`src/rtl/mmio_uart_tx.sv`:
```
// Memory-mapped UART transmitter: TXDATA/STATUS/BAUDDIV window feeding a TX FIFO and 8N1 serialiser.
// Define UART_TX_PARITY_EN to insert an even parity bit (8E1 frames, STATUS bit4 = 1).
module mmio_uart_tx #(
    parameter logic [31:0] BASE_ADDR  = 32'h4000_0010,
    parameter logic [15:0] BAUD_DIV   = 16'd868,
    parameter int          FIFO_DEPTH = 8
) (
    input  logic        clk,
    input  logic        reset,
    input  logic        MemRead,
    input  logic        MemWrite,
    input  logic [31:0] MemBus_Address,
    input  logic [31:0] MemBus_Write_Data,
    output logic [31:0] Device_Read_Data,
    output logic        uart_txd
);
    localparam int AW = $clog2(FIFO_DEPTH);
`ifdef UART_TX_PARITY_EN
    localparam logic PAR_EN = 1'b1;
`else
    localparam logic PAR_EN = 1'b0;
`endif

    typedef enum logic [2:0] {S_IDLE, S_START, S_DATA, S_PARITY, S_STOP} state_t;

    logic [7:0]  r_mem [FIFO_DEPTH];
    logic [AW-1:0] r_wp, r_rp;
    logic [AW:0] r_cnt;
    logic        r_ovf;
    logic [15:0] r_baud, r_div, r_bcnt;
    logic [2:0]  r_bit;
    logic [7:0]  r_shift;
    state_t      r_state, w_next;
    logic        w_sel, w_wr_tx, w_wr_st, w_wr_bd, w_push_ok, w_pop;
    logic        w_full, w_empty, w_tick, w_busy, w_unused;
    logic [1:0]  w_off;
    logic [7:0]  w_head;

    assign w_sel     = MemBus_Address[31:4] == BASE_ADDR[31:4];
    assign w_off     = MemBus_Address[3:2];
    assign w_wr_tx   = MemWrite && w_sel && (w_off == 2'd0);
    assign w_wr_st   = MemWrite && w_sel && (w_off == 2'd1);
    assign w_wr_bd   = MemWrite && w_sel && (w_off == 2'd2);
    assign w_full    = r_cnt == (AW+1)'(FIFO_DEPTH);
    assign w_empty   = r_cnt == '0;
    // A pop on the same edge frees a slot, so a push into a full FIFO still lands.
    assign w_push_ok = w_wr_tx && (!w_full || w_pop);
    assign w_head    = r_mem[r_rp];
    assign w_tick    = r_bcnt == (r_div - 16'd1);
    assign w_busy    = r_state != S_IDLE;
    assign w_unused  = &{1'b0, MemBus_Address[1:0], MemBus_Write_Data[31:16]};

    always_ff @(posedge clk) begin
        if (w_push_ok) r_mem[r_wp] <= MemBus_Write_Data[7:0];
    end

    always_ff @(posedge clk or posedge reset) begin
        if (reset) begin
            r_wp   <= '0;
            r_rp   <= '0;
            r_cnt  <= '0;
            r_ovf  <= 1'b0;
            r_baud <= BAUD_DIV;
        end else begin
            if (w_push_ok) r_wp <= r_wp + 1'b1;
            if (w_pop)     r_rp <= r_rp + 1'b1;
            r_cnt <= r_cnt + (AW+1)'(w_push_ok) - (AW+1)'(w_pop);
            if (w_wr_tx && !w_push_ok)
                r_ovf <= 1'b1;
            else if (w_wr_st && MemBus_Write_Data[3])
                r_ovf <= 1'b0;
            if (w_wr_bd)
                r_baud <= (MemBus_Write_Data[15:0] == 16'd0) ? 16'd1 : MemBus_Write_Data[15:0];
        end
    end

    always_comb begin
        Device_Read_Data = '0;
        if (MemRead && w_sel) begin
            case (w_off)
                2'd1:    Device_Read_Data = {27'd0, PAR_EN, r_ovf, w_busy, w_full, w_empty};
                2'd2:    Device_Read_Data = {16'd0, r_baud};
                default: Device_Read_Data = '0;
            endcase
        end
    end

    always_ff @(posedge clk or posedge reset) begin
        if (reset) r_state <= S_IDLE;
        else       r_state <= w_next;
    end

    always_comb begin
        w_next = r_state;
        case (r_state)
            S_IDLE:   if (!w_empty) w_next = S_START;
            S_START:  if (w_tick) w_next = S_DATA;
`ifdef UART_TX_PARITY_EN
            S_DATA:   if (w_tick && r_bit == 3'd7) w_next = S_PARITY;
            S_PARITY: if (w_tick) w_next = S_STOP;
`else
            S_DATA:   if (w_tick && r_bit == 3'd7) w_next = S_STOP;
`endif
            S_STOP:   if (w_tick) w_next = w_empty ? S_IDLE : S_START;
            default:  w_next = S_IDLE;
        endcase
    end

`ifdef UART_TX_PARITY_EN
    logic r_par;
    always_ff @(posedge clk or posedge reset) begin
        if (reset)      r_par <= 1'b0;
        else if (w_pop) r_par <= ^w_head;
    end
`endif

    always_comb begin
        w_pop    = 1'b0;
        uart_txd = 1'b1;
        case (r_state)
            S_IDLE:   w_pop = !w_empty;
            S_START:  uart_txd = 1'b0;
            S_DATA:   uart_txd = r_shift[0];
`ifdef UART_TX_PARITY_EN
            S_PARITY: uart_txd = r_par;
`endif
            S_STOP:   w_pop = w_tick && !w_empty;
            default:  uart_txd = 1'b1;
        endcase
    end

    // Divisor is latched at each pop so BAUDDIV writes never disturb a frame in flight.
    always_ff @(posedge clk or posedge reset) begin
        if (reset) begin
            r_div   <= BAUD_DIV;
            r_bcnt  <= '0;
            r_bit   <= '0;
            r_shift <= '0;
        end else if (w_pop) begin
            r_shift <= w_head;
            r_div   <= r_baud;
            r_bcnt  <= '0;
            r_bit   <= '0;
        end else if (w_busy) begin
            if (w_tick) begin
                r_bcnt <= '0;
                if (r_state == S_DATA) begin
                    r_shift <= r_shift >> 1;
                    r_bit   <= r_bit + 3'd1;
                end
            end else begin
                r_bcnt <= r_bcnt + 16'd1;
            end
        end
    end
endmodule

```
`config.mk`:
```
export PLATFORM = sky130hd
export DESIGN_NAME = mmio_uart_tx
export DESIGN_NICKNAME = d
export VERILOG_FILES = /design/src/rtl/mmio_uart_tx.sv
export SDC_FILE = /design/constraint.sdc
export NUM_CORES = 1
export LEC_CHECK = 0
export CAP_MARGIN = 20
export CORE_AREA = 2 2 86 170
export CTS_CLUSTER_DIAMETER = 30
export DETAILED_ROUTE_END_ITERATION = 8
export DIE_AREA = 0 0 88 172
export GPL_ROUTABILITY_DRIVEN = 0
export PLACE_DENSITY = 0.73
export SLEW_MARGIN = 20
export SYNTH_ARGS = -nofsm -noshare
export SYNTH_HDL_FRONTEND = slang
export SYNTH_SLANG_ARGS = --single-unit
```
`constraint.sdc`:
```
create_clock -name clk -period 11.52 [get_ports clk]
set_clock_uncertainty 0.1 [all_clocks]
set_input_delay 1.152 -clock clk [delete_from_list [all_inputs] [get_ports clk]]
set_output_delay 1.152 -clock clk [all_outputs]
set_load 0.1 [all_outputs]
```
==> metrics, run 1 <==
fillers about 1,100; synthesis-to-layout area growth 19.7%; Routed Antenna Nets 0; synth warn 0; Startpoint Class input port; reg2reg end r_mem[6][0]; H-tree levels 4; worst-margin pin slew 979 ps; outcome completed; Yosys reg bits approximately 140; drt first-iter violations 164; Routed WL per cell 18.9 um; # rows about 60; CTS Hold Buffers Added 0; DP Area 7520 um2; top cell type's share of synthesized area 0.283; die height ~170 um; first-pass GRT wire length 23,800 um; Hold Violations, Final 0; CTS clk-pin slew, worst paths 60 ps; total gr overflow 0; FMAX 173 MHz; R2R Path Start r_div[0]; initial antenna violation count 0; area leader, netlist edfxtp_1; Initial Utilization 0.492; post-cts sizing count 0; Vias 4,300; vias in the first global route approximately 4,700; # diodes 0; hpwl dp around 11,000 um; maximum fanout along the worst path 12; fin crit period around 5800 ps; required time worst endpoint ~10,000 ps; Max-slew headroom 0.345; Hold Path Sink r_ovf; Worst VDD drop 132 uV; max-slew violations 0; total clock sinks 137; largest cells by area after synthesis edfxtp_1, dfrtp_1, mux2_2; Setup TNS 0 ps; Post-synth EDFFs between 60 and 70; WHS just over 400 ps; DR vias/cell between 5 and 6; nets@finish about 670; clock root cell clkbuf_16; FFs w/ async S/R, synth 0.533; crit path kind in -> out; share of cells above drive strength 1 0.174; share of the clock period used by the worst path 0.502; R2R depth 9; type of the tightest min-delay check reg -> reg; Max Cap Viol 0; largest net degree at the start of global routing 74; RSZ-0062 raised after global routing no; Synth Instances 518; Clock Latency Late Sink 420 ps; Synth cell types 61; core area about 14,000 um2; total wire length 14,900 um; leakage approximately 3.3 nW; CTS buffer count 17; CTS max path bufs 2; number of port buffers 66; CTS tree done; finished layout cell area 8130 um2; die width ~90 um; Critical Path Sink Type primary output; IO Pins roughly 100; first drt pass iteration count 4; Synth Area per Inst about 13 um2; drt drc 0; Netlist Area Pre-Place just under 7000 um2; CP arrival roughly 4500 ps; Synth Flop Type edfxtp_1; register area share after synthesis 0.554; hold path start r_ovf; overall die area 15,100 um2; pwr dens between 100 and 150 nW/um2; # setup viols final 0; gr usage total 0.214; flop2flop setup slack between 6000 and 7000 ps; most common library cells after synthesis edfxtp_1, dfrtp_1, mux2_2; post-CTS setup buffers 0; Hold Path Stages 2; cell with the most instances after synthesis edfxtp_1
## cell families after synthesis
kind of cell    share of synthesized area
other cells                      0.000552
compound gates                     0.0707
buf+inv                            0.0440
mux                                 0.143
flops                               0.554
fa+ha+maj                          0.0287
xor+xnor                           0.0374
simple gates                        0.122
## placed cells by master (no fill, tap or decap), types with 3 or more instances in the layout
cell type / count
nand3b_1: 4
ha_1: 14
nor3b_1: 11
and3_1: 13
xor2_1: 15
conb_1: 16
edfxtp_1: 64
clkinv_4: 3
nand4_1: 3
nand3_1: 8
mux4_2: 16
a22oi_1: 3
a21o_1: 11
bufinv_16: 3
nand2b_1: 7
o21ai_0: 19
dfstp_2: 10
xnor2_1: 14
dfrtp_1: 63
nand2_1: 21
o21ai_1: 5
or3_1: 3
mux2_2: 33
mux2i_1: 24
clkdlybuf4s50_1: 66
a21oi_1: 7
nor4b_1: 3
clkbuf_16: 17
buf_4: 4
and2_1: 14
inv_1: 9
inv_6: 5
nor2_1: 26
nor3_1: 12
nor4_1: 12
## flip-flops by register name (all words and copies together), names as in the netlist
name and cells:
r_bit 3, r_shift 8, r_bcnt 16, r_mem 64
r_state 3, r_rp 3, r_cnt 4, r_wp 3
r_ovf 1, r_div 16, r_baud 16
## layer usage
metal | wire, um | vias to the layer above | track usage | part of all wire
met1 | 5010 | 2175 | 0.202 | 0.34
met3 | 353 | 23 | 0.0458 | 0.024
met4 | 480 | 0 | 0.102 | 0.032
met2 | 9020 | 73 | 0.415 | 0.61
met5 | 0 | - | 0 | 0
li1 | - | 2029 | - | -
## where the power goes
part           internal [mW]  switching, mW  total, mW  leakage (nW)
combinational         0.0160         0.0363     0.0523          1.48
sequential             0.513    0.000000191      0.513          1.51
clock                  0.346          0.216      0.562         0.298
## metrics by stage
step                      setup slack (ps)  utilization  power [mW]  cells
after global placement                5770        0.544       0.574    753
after detailed placement              5690        0.544       0.575    753
after CTS                             5680        0.588        1.14    785
after floorplan                       6910            -       0.555    533
final                                 5730        0.588        1.13    785
after global routing                  5560        0.588        1.17    785
## critical path, cell delays in order
cell and delay [ps]:
clkdlybuf4s50_1 400, nor4b_1 420, nand4_1 150, nor2_1 470, and3_1 510, and2_1 270
clkdlybuf4s50_1 1160
## worst max-delay path by stage
stage,start,to,slack [ps],cells past startpoint
floorplan,MemBus_Address[5],Device_Read_Data[2],6910,5
global placement,MemBus_Address[5],Device_Read_Data[7],5770,7
detailed placement,MemBus_Address[5],Device_Read_Data[7],5690,7
CTS,MemBus_Address[5],Device_Read_Data[7],5680,7
global route,MemBus_Address[5],Device_Read_Data[7],5560,7
finish,MemBus_Address[5],Device_Read_Data[7],5730,7
## layout make-up
class / instances / area, um2 / share of cell area
sequential: 137 / 3760 / 0.463
clock inverter: 14 / 184 / 0.0226
inverter: 10 / 37.5 / 0.00462
timing repair buffer: 70 / 691 / 0.0850
clock buffer: 18 / 429 / 0.0528
tap: 189 / 236 / 0.0291
multi-input combinational: 347 / 2790 / 0.343
(Power assumes the default switching activity.)
==> inputs of run 2 (changes only) <==
--- a/config.mk
+++ b/config.mk
@@ -6,12 +6,12 @@
 export NUM_CORES = 1
 export LEC_CHECK = 0
 export CAP_MARGIN = 20
-export CORE_AREA = 2 2 86 170
+export CORE_AREA = 2 2 87 172
 export CTS_CLUSTER_DIAMETER = 30
 export DETAILED_ROUTE_END_ITERATION = 8
-export DIE_AREA = 0 0 88 172
+export DIE_AREA = 0 0 89 174
 export GPL_ROUTABILITY_DRIVEN = 0
-export PLACE_DENSITY = 0.73
+export PLACE_DENSITY = 0.75
 export SLEW_MARGIN = 20
 export SYNTH_ARGS = -nofsm -noshare
 export SYNTH_HDL_FRONTEND = slang
==> constraint.sdc (replaced) <==
create_clock -name clk -period 4.7 [get_ports clk]
set_clock_uncertainty 0.1 [all_clocks]
set_input_delay 0.47 -clock clk [delete_from_list [all_inputs] [get_ports clk]]
set_output_delay 0.47 -clock clk [all_outputs]
set_load 0.1 [all_outputs]
==> metrics, run 2 (same netlist as run 1, synthesis figures left out) <==
outcome completed; # setup viols final 0; core area between 10,000 and 15,000 um2; FMAX ~230 MHz; CP max stage cell or4b_1; largest net degree at the start of global routing approximately 50; Startpoint Class flip-flop; Initial Utilization 0.476; worst-margin pin slew 965 ps; fillers 1,159; RSZ-0062 raised after global routing no; commonest cells after routing, fill and taps aside edfxtp_1, dfrtp_1, clkdlybuf4s50_1, mux2_2, buf_4; Hold Violations, Final 0; die height between 150 and 200 um; leakage between 3 and 4 nW; Internal slightly above 2 mW; crit path kind reg -> reg; Max Cap Viol 0; DR vias/cell between 5 and 6; share of the clock period used by the worst path 0.924; Max-slew headroom 0.355; drt drc 0; Critical Path Sink Type flip-flop; share of cells above drive strength 1 0.215; H-tree levels 4; fin util 0.570; gr usage total 0.206; Switching Fraction 0.241; number of port buffers 66; reg2reg end r_cnt[2]; type of the tightest min-delay check reg -> reg; CP Depth 12; clock root cell clkbuf_16; WP buf/inv 1; max-slew violations 0; pwr dens approximately 330 nW/um2; Largest stage delay, worst path 620 ps; overall die area ~15,000 um2; total clock sinks ~140; required time worst endpoint ~4900 ps; Setup TNS 0 ps; total wire length roughly 15,000 um; CTS buffer count 17; Comb pwr share 0.047; WHS between 300 and 400 ps; Sequential Power Share 0.464; CTS clk-pin slew, worst paths 60 ps; CTS max path bufs 2; initial antenna violation count 0; commonest non-fill, non-tap cell in the layout edfxtp_1; fin crit period between 4000 and 5000 ps; CP Cell Sequence inv_1 > ha_1 > or4b_1 > or3_4 > or3_4 > a2111oi_4 > o21a_2 > nand3b_1 > nand2_1 > ha_1 > fa_1 > xor2_1; NetSw between 0.6 and 0.7 mW; drt first-iter violations 210; nets@finish just under 700; post-cts sizing count 0; post-CTS setup buffers 0; CP arrival ~4500 ps; vias in the first global route 4,782; die width approximately 90 um; flop2flop setup slack roughly 360 ps; crit-path leading delay family simple AND/OR/NAND/NOR gates; max reg flops 64; # rows 62; total gr overflow 0; Vias around 4,400; synthesis-to-layout area growth 19.8%; Worst VDD drop roughly 380 uV; maximum fanout along the worst path 8; CTS Hold Buffers Added 0; Routed Antenna Nets 0; Worst Setup EP r_cnt[2]; IO Pins about 100; Worst setup startpoint r_div[0]; R2R Path Start r_div[0]; # diodes 0; Reg with most FFs r_mem; R2R depth 12; hpwl dp between 10,000 and 15,000 um; Clock Latency Late Sink ~420 ps; CTS tree done; Total Power approximately 2.7 mW; Routed WL per cell 18.5 um; first drt pass iteration count 4; first-pass GRT wire length 23,700 um; Clk pwr share 0.489
-- run 2: metrics by stage --
stage | setup slack (ps) | cells | instance area (um2)
after floorplan | 614 | 533 | 6850
after global placement | 524 | 764 | 7540
after detailed placement | 409 | 764 | 7540
after CTS | 372 | 796 | 8140
after global routing | 194 | 796 | 8140
final | 358 | 796 | 8140
-- run 2: worst min path at each step --
stage / depth (start not counted) / startpoint / slack, ps / to
2_1_floorplan: 1 / r_state[2] / 350 / r_state[1]
3_3_place_gp: 2 / r_ovf / 360 / r_ovf
3_5_place_dp: 1 / r_state[2] / 380 / r_state[1]
4_1_cts: 1 / r_state[2] / 400 / r_state[1]
5_1_grt: 1 / r_cnt[0] / 420 / r_cnt[0]
6_report: 1 / r_state[2] / 400 / r_state[1]
-- run 2: metal layers --
| metal | GRT usage | vias up | wire length [um] |
|---|---|---|---|
| met1 | 0.202 | 2246 | 5000 |
| li1 | - | 2044 | - |
| met5 | 0 | - | 0 |
| met3 | 0.0503 | 33 | 359 |
| met2 | 0.381 | 94 | 8880 |
| met4 | 0.103 | 0 | 458 |
-- run 2: power by group through the flow --
stage	clock network, mW	registers (mW)	logic, mW
floorplan	0	1.28	0.0799
CTS	1.36	1.26	0.129
detailed placement	0	1.28	0.129
global placement	0	1.28	0.126
global route	1.41	1.26	0.136
finish	1.32	1.26	0.128
-- run 2: worst register-to-register path: stages, from the launching register on --
cell and delay, ps:
dfrtp_1 410, inv_1 100, ha_1 280, or4b_1 620
or3_4 450, or3_4 410, a2111oi_4 580, o21a_2 300
nand3b_1 150, nand2_1 60, ha_1 210, fa_1 390
xor2_1 170
-- run 2: layout make-up --
type | instances | area (um2) | share of cell area
clock buffers | 17 | 425 | 0.0523
clock inverters | 15 | 170 | 0.0209
well taps | 192 | 240 | 0.0295
flip-flops and latches | 137 | 3760 | 0.462
inverters | 10 | 38.8 | 0.00477
multi-input cells | 347 | 2790 | 0.343
repair buffers | 78 | 711 | 0.0873
